<file path="config.mk">
export PLATFORM = sky130hd
export DESIGN_NAME = mux3_rr_arbiter
export DESIGN_NICKNAME = d
export VERILOG_FILES = /design/src/rtl/mux3_rr_arbiter.sv
export SDC_FILE = /design/constraint.sdc
export NUM_CORES = 1
export LEC_CHECK = 0
export CORE_ASPECT_RATIO = 1.25
export CORE_MARGIN = 8
export CORE_UTILIZATION = 40
export DETAILED_ROUTE_END_ITERATION = 10
export HOLD_SLACK_MARGIN = 0.05
export PLACE_DENSITY = 0.65
export SLEW_MARGIN = 20
export SYNTH_ARGS = -nofsm -noshare
export SYNTH_HDL_FRONTEND = slang
export SYNTH_SLANG_ARGS = --single-unit
export TNS_END_PERCENT = 30
</file>
<file path="constraint.sdc">
create_clock -name clk -period 1.5 [get_ports clk]
set_input_delay 0.45 -clock clk [delete_from_list [all_inputs] [get_ports clk]]
set_output_delay 0.45 -clock clk [all_outputs]
set_load 0.05 [all_outputs]
</file>
<file path="src/rtl/mux3_rr_arbiter.sv">
// Round-robin arbiter driving the select and one-hot grant of a shared 3:1 mux.
// Grant latency 1 clock; tenure capped at MAX_HOLD cycles; one idle cycle between grants.
module mux3_rr_arbiter #(
    parameter int MAX_HOLD = 8,
    parameter int CNT_W    = $clog2(MAX_HOLD + 1)
) (
    input  logic       clk,
    input  logic       rst,
    input  logic [2:0] req,
    output logic [2:0] gnt,
    output logic [1:0] sel,
    output logic       busy,
    output logic       timeout
);

    typedef enum logic {S_IDLE, S_OWN} state_t;

    state_t           r_state;
    logic [2:0]       r_gnt;
    logic [1:0]       r_sel;
    logic [1:0]       r_last;
    logic [CNT_W-1:0] r_cnt;
    logic             r_timeout;

    state_t           w_state_nxt;
    logic [2:0]       w_gnt_nxt;
    logic [1:0]       w_sel_nxt;
    logic [1:0]       w_last_nxt;
    logic [CNT_W-1:0] w_cnt_nxt;
    logic             w_timeout_nxt;
    logic [1:0]       w_win;

    // Search starts just after the previous owner, so it ends up lowest priority.
    always_comb begin
        w_win = 2'd0;
        unique case (r_last)
            2'd0:    w_win = req[1] ? 2'd1 : (req[2] ? 2'd2 : 2'd0);
            2'd1:    w_win = req[2] ? 2'd2 : (req[0] ? 2'd0 : 2'd1);
            default: w_win = req[0] ? 2'd0 : (req[1] ? 2'd1 : 2'd2);
        endcase
    end

    always_comb begin
        w_state_nxt   = r_state;
        w_gnt_nxt     = r_gnt;
        w_sel_nxt     = r_sel;
        w_last_nxt    = r_last;
        w_cnt_nxt     = r_cnt;
        w_timeout_nxt = 1'b0;
        unique case (r_state)
            S_IDLE: begin
                if (|req) begin
                    w_state_nxt = S_OWN;
                    w_gnt_nxt   = 3'b001 << w_win;
                    w_sel_nxt   = w_win;
                    w_last_nxt  = w_win;
                    w_cnt_nxt   = CNT_W'(1);
                end
            end
            default: begin
                if (!req[r_sel] || (r_cnt == CNT_W'(MAX_HOLD))) begin
                    w_state_nxt   = S_IDLE;
                    w_gnt_nxt     = 3'b000;
                    w_sel_nxt     = 2'd0;
                    w_cnt_nxt     = '0;
                    w_timeout_nxt = req[r_sel];
                end else begin
                    w_cnt_nxt = r_cnt + CNT_W'(1);
                end
            end
        endcase
    end

    always_ff @(posedge clk or posedge rst) begin
        if (rst) begin
            r_state   <= S_IDLE;
            r_gnt     <= 3'b000;
            r_sel     <= 2'd0;
            r_last    <= 2'd2;
            r_cnt     <= '0;
            r_timeout <= 1'b0;
        end else begin
            r_state   <= w_state_nxt;
            r_gnt     <= w_gnt_nxt;
            r_sel     <= w_sel_nxt;
            r_last    <= w_last_nxt;
            r_cnt     <= w_cnt_nxt;
            r_timeout <= w_timeout_nxt;
        end
    end

    assign gnt     = r_gnt;
    assign sel     = r_sel;
    assign busy    = |r_gnt;
    assign timeout = r_timeout;

endmodule

</file>
Word-level counts from Yosys, hierarchy flattened. Cells that the tools add are included.

Memory bits (read-only): 0. Output and inout bits: 7. Bits in latches: 0. Flip-flop bits (word level): 13. Bits in writable memories: 0. Input port bits: 5. Word-level logic and storage cells: 44. Memories: 0.

Reduce and logical (&&, ||, !) cells: 8. Equal/unequal tests: 3. Order comparisons: 1. Shift operators: 1. Div/mod/pow operators: 0. Add/subtract/negate cells: 1. Muxes and demuxes: 23. Multipliers: 0. Bitwise operators: 1.

Operators with widths (number): $mux 2 (8); $mux 4 (3); $mux 3 (3); $mux 1 (7); $reduce_or 3->1 (2); $add 4x1->4 const B (1); $eq 4x4->1 const B (1); $pmux 2 s2 (1); $reduce_and 2->1 (2); $lt 2x3->1 const B (1); $shl 1x2->3 const A (1); $bmux 1 s2 (1); $eq 2x1->1 const B (1); $logic_not 2->1 (1); $ne 2x1->1 const B (1); $reduce_bool 2->1 (1); $logic_not 1->1 (1); $logic_or 1x1->1 (1); $not 1->1 (1).

Logic depth before layout (Yosys ltp).
Depth in word-level cells: 6. Gate-level depth with buffers: 6. Gate-level depth less buffers: 6.

Least setup slack after synthesis. OpenSTA, ideal clock, no wires.

Kind: register -> output. Start: register r_gnt[0], in the netlist gnt[0]. End: output busy. Stages on the path, launching flop included: 2. Data arrival time: 1.202 ns. Setup slack: -0.152 ns. Path through: dfrtp_1 > or3_1.

Longest elaborated chain between the ends: 1.

Ends and longest elaborated chain: start, declared (line 19) `logic [2:0] r_gnt;`; start signal, assigned (line 84) `r_gnt <= w_gnt_nxt;`; $reduce_or 3->1 (line 94) `assign busy = |r_gnt;`; end, declared (line 12) `output logic busy,`.

Every way passes these cells.

Worst setup path in the final report.
Start: register r_gnt[2], in the netlist gnt[2]. End: output busy.

Same word-level chain as after synthesis.

==> flow_summary.ini <==
[clock_network]
ctsHoldBuffers = 0
cts_tree = built
clkTransAtPathRegs_ns = 0.08
htreeDepth = 1
numCtsBuffers = 3
clk_path_buf_depth = 2
clkLatencyLatePin_ns = 0.28
cts_sinks = 13
root_buffer = clkbuf_4

[placed_design]
gp_congestion = 0.725
port_buffers = 11
place_hpwl_mm = 1.24
place_inst = 106

[floorplan]
fp-row-count = 16
die_x_um = 52.9
core_area_um2 = 1580
dieArea_um2 = 3290
die_y_um = 62.1
start_util_pct = 43.0
ios = 12

[timing]
max_freq_mhz = 602
whs_ns = 0.450
fin_crit_ns = 1.66
rsz0062_at_grt = true
worst_slew_pin_slew_ns = 0.338
maxSlewViolCount = 0
post-route-period-util_pct = 111
final.setup.worst_slack_ns = -0.162
skew_ns = 0.00845
finalHoldViolCount = 0
relSlewSlack_pct = 77.5
setup_viol = 3

[synth]
async_reset_ff_share_pct = 100
syn_inst = 70
synth_top_area_cell = dfrtp_1
synth.net_count = 77
ys.flop_type = dfrtp_1
synth_edf_count = 0
ys_seq_area_share_pct = 48.0
yosysWarnings = 0
yosysMostFrequentCell = dfrtp_1
netlist_area_um2 = 681
synth_cell_types = 28
synth_seq_cells = 13
synth_top_area_share_pct = 44.1
syn-mean-instance-area_um2 = 9.72
synth_area_leaders = dfrtp_1, nand2_1, o21ai_1
yosys-top-cells-count = dfrtp_1, nand2_1, o21ai_1

[worst_setup_path]
crit_buf_inv = 1
cp-end-kind = output pin
crit_chain = or3_4 -> buf_8
cp.arrival_ns = 1.21
slowest_delay_ns = 0.39
critPathMaxFanout = 2
crit_type = reg2out
cp_top_family = simple AND/OR/NAND/NOR gates
worstSetupStartpointType = register
crit_slowest_cell = or3_4
required_ns = 1.05

[route]
ant_nets = 0
drt_iter0_markers = 6
dr.pass1.iters = 4
drc = 0
post_drt_via_cell_ratio = 5.35
wirelength_mm = 1.57
vias = 599
avgRoutedWirePerCell_um = 14.0

[run]
cap_viol_max_count = 0

[global_route]
grt_pass1_wl_mm = 2.84
grt_start_max_net_pins = 14
grt_pass1_vias = 634
grt.overflow.total = 0
grtUsageTotal_pct = 11.0
antenna_found_initial = 0

[power_and_ir_drop]
p_leak_uw = 0.000494
pwr_density_cell_nw_per_um2 = 2090
peakVddDrop_v = 0.00131

[worst_hold_path]
hp-class = in2async

[outcome]
status = finished, violations left
violations = negative setup slack

[finish]
antenna_cells = 0
nNetsFinal = 102
area_delta_synth_final_pct = 47.6
layout-drive-gt1-share_pct = 31.9
fin_cells = 112
kinds of logic (layout without fill, tap and decap cells):
kind of cell,count (synthesis),in the layout,synth area share (%)
multiplexers,1,1,1.47
adder cells (fa/ha/maj),2,2,3.68
flip-flops,13,13,48.0
AO/OA/AOI/OAI,16,16,15.3
AND/OR/NAND/NOR,33,33,28.9
buffers and inverters,5,29,2.76
worst reg2reg max path, cell delays in order (launching register included):
cell and delay (ns):
dfrtp_1 0.42, inv_1 0.07, ha_1 0.15, nand3b_1 0.17
and4b_1 0.26, o21ai_1 0.12, nand2_1 0.07
area by class of cell:
cell class	count	area [µm²]
Fill cell	138	577
Multi-Input combinational cell	52	343
Sequential cell	13	328
Timing Repair Buffer	22	273
Clock buffer	3	22.5
Tap cell	18	22.5
Inverter	3	11.3
Clock inverter	1	5.00
power breakdown:
group / switching [µW] / internal [µW] / total, µW
Sequential: 144 / 483 / 627
Clock: 119 / 99.1 / 218
Combinational: 625 / 632 / 1260
Total: 888 / 1210 / 2100
layer usage:
metal,global-route usage (%),part of all wire [%],vias to the layer above
li1,-,-,299
met1,13.8,44,285
met2,16.0,49,10
met3,3.33,4.7,5
met4,5.84,2.1,0
met5,0,0,-
state kept, by name, summed over array words and instances (netlist names):
register / cells
r_cnt: 4
gnt: 3
r_last: 2
sel: 2
r_state: 1
timeout: 1
repair_timing:
action / 4_1_cts / 5_1_grt
resized for setup: 1 / 7
endpoints found under the setup margin: 1 / 7
pin swaps: 0 / 1
setup buffers: 0 / 2
endpoints found under the hold margin: 0 / 0
stage by stage:
| stage | utilization, % | total power, µW | setup WS (ns) | setup TNS (ns) | cell area, µm² |
|---|---|---|---|---|---|
| 2_1_floorplan | - | 1280 | -0.0473 | -0.0473 | 687 |
| 3_3_place_gp | 59.3 | 1780 | -0.245 | -2.23 | 937 |
| 3_5_place_dp | 59.3 | 1800 | -0.277 | -2.59 | 937 |
| 4_1_cts | 61.2 | 2030 | -0.163 | -0.163 | 968 |
| 5_1_grt | 63.5 | 2230 | -0.193 | -0.258 | 1000 |
| 6_report | 63.5 | 2100 | -0.162 | -0.166 | 1000 |
cell usage in the layout (no fill, tap or decap), types with 4 or more instances in the layout:
cell type  netlist  routed
nor2b_1          4       4
dfrtp_1         12      11
o21ai_1          6       6
nand3b_1         4       4
nand2_1         10      10
buf_4            0       9
buf_12           0       6
final timing paths:
kind | startpoint | to | slack, ns | cells past startpoint
min in group clk | r_last[1]$_DFFE_PP1P_ | r_last[1]$_DFFE_PP1P_ | 0.50 | 2
max in group asynchronous | rst | r_last[1]$_DFFE_PP1P_ | 0.82 | 3
min reg2reg | r_last[1]$_DFFE_PP1P_ | r_last[1]$_DFFE_PP1P_ | 0.50 | 2
max reg2reg | r_cnt[1]$_DFFE_PP0P_ | sel[1]$_DFFE_PP0P_ | 0.14 | 6
min | rst | gnt[0]$_DFFE_PP0P_ | 0.45 | 3
max | gnt[2]$_DFFE_PP0P_ | busy | -0.16 | 2
Power figures use the tool's default switching activity.
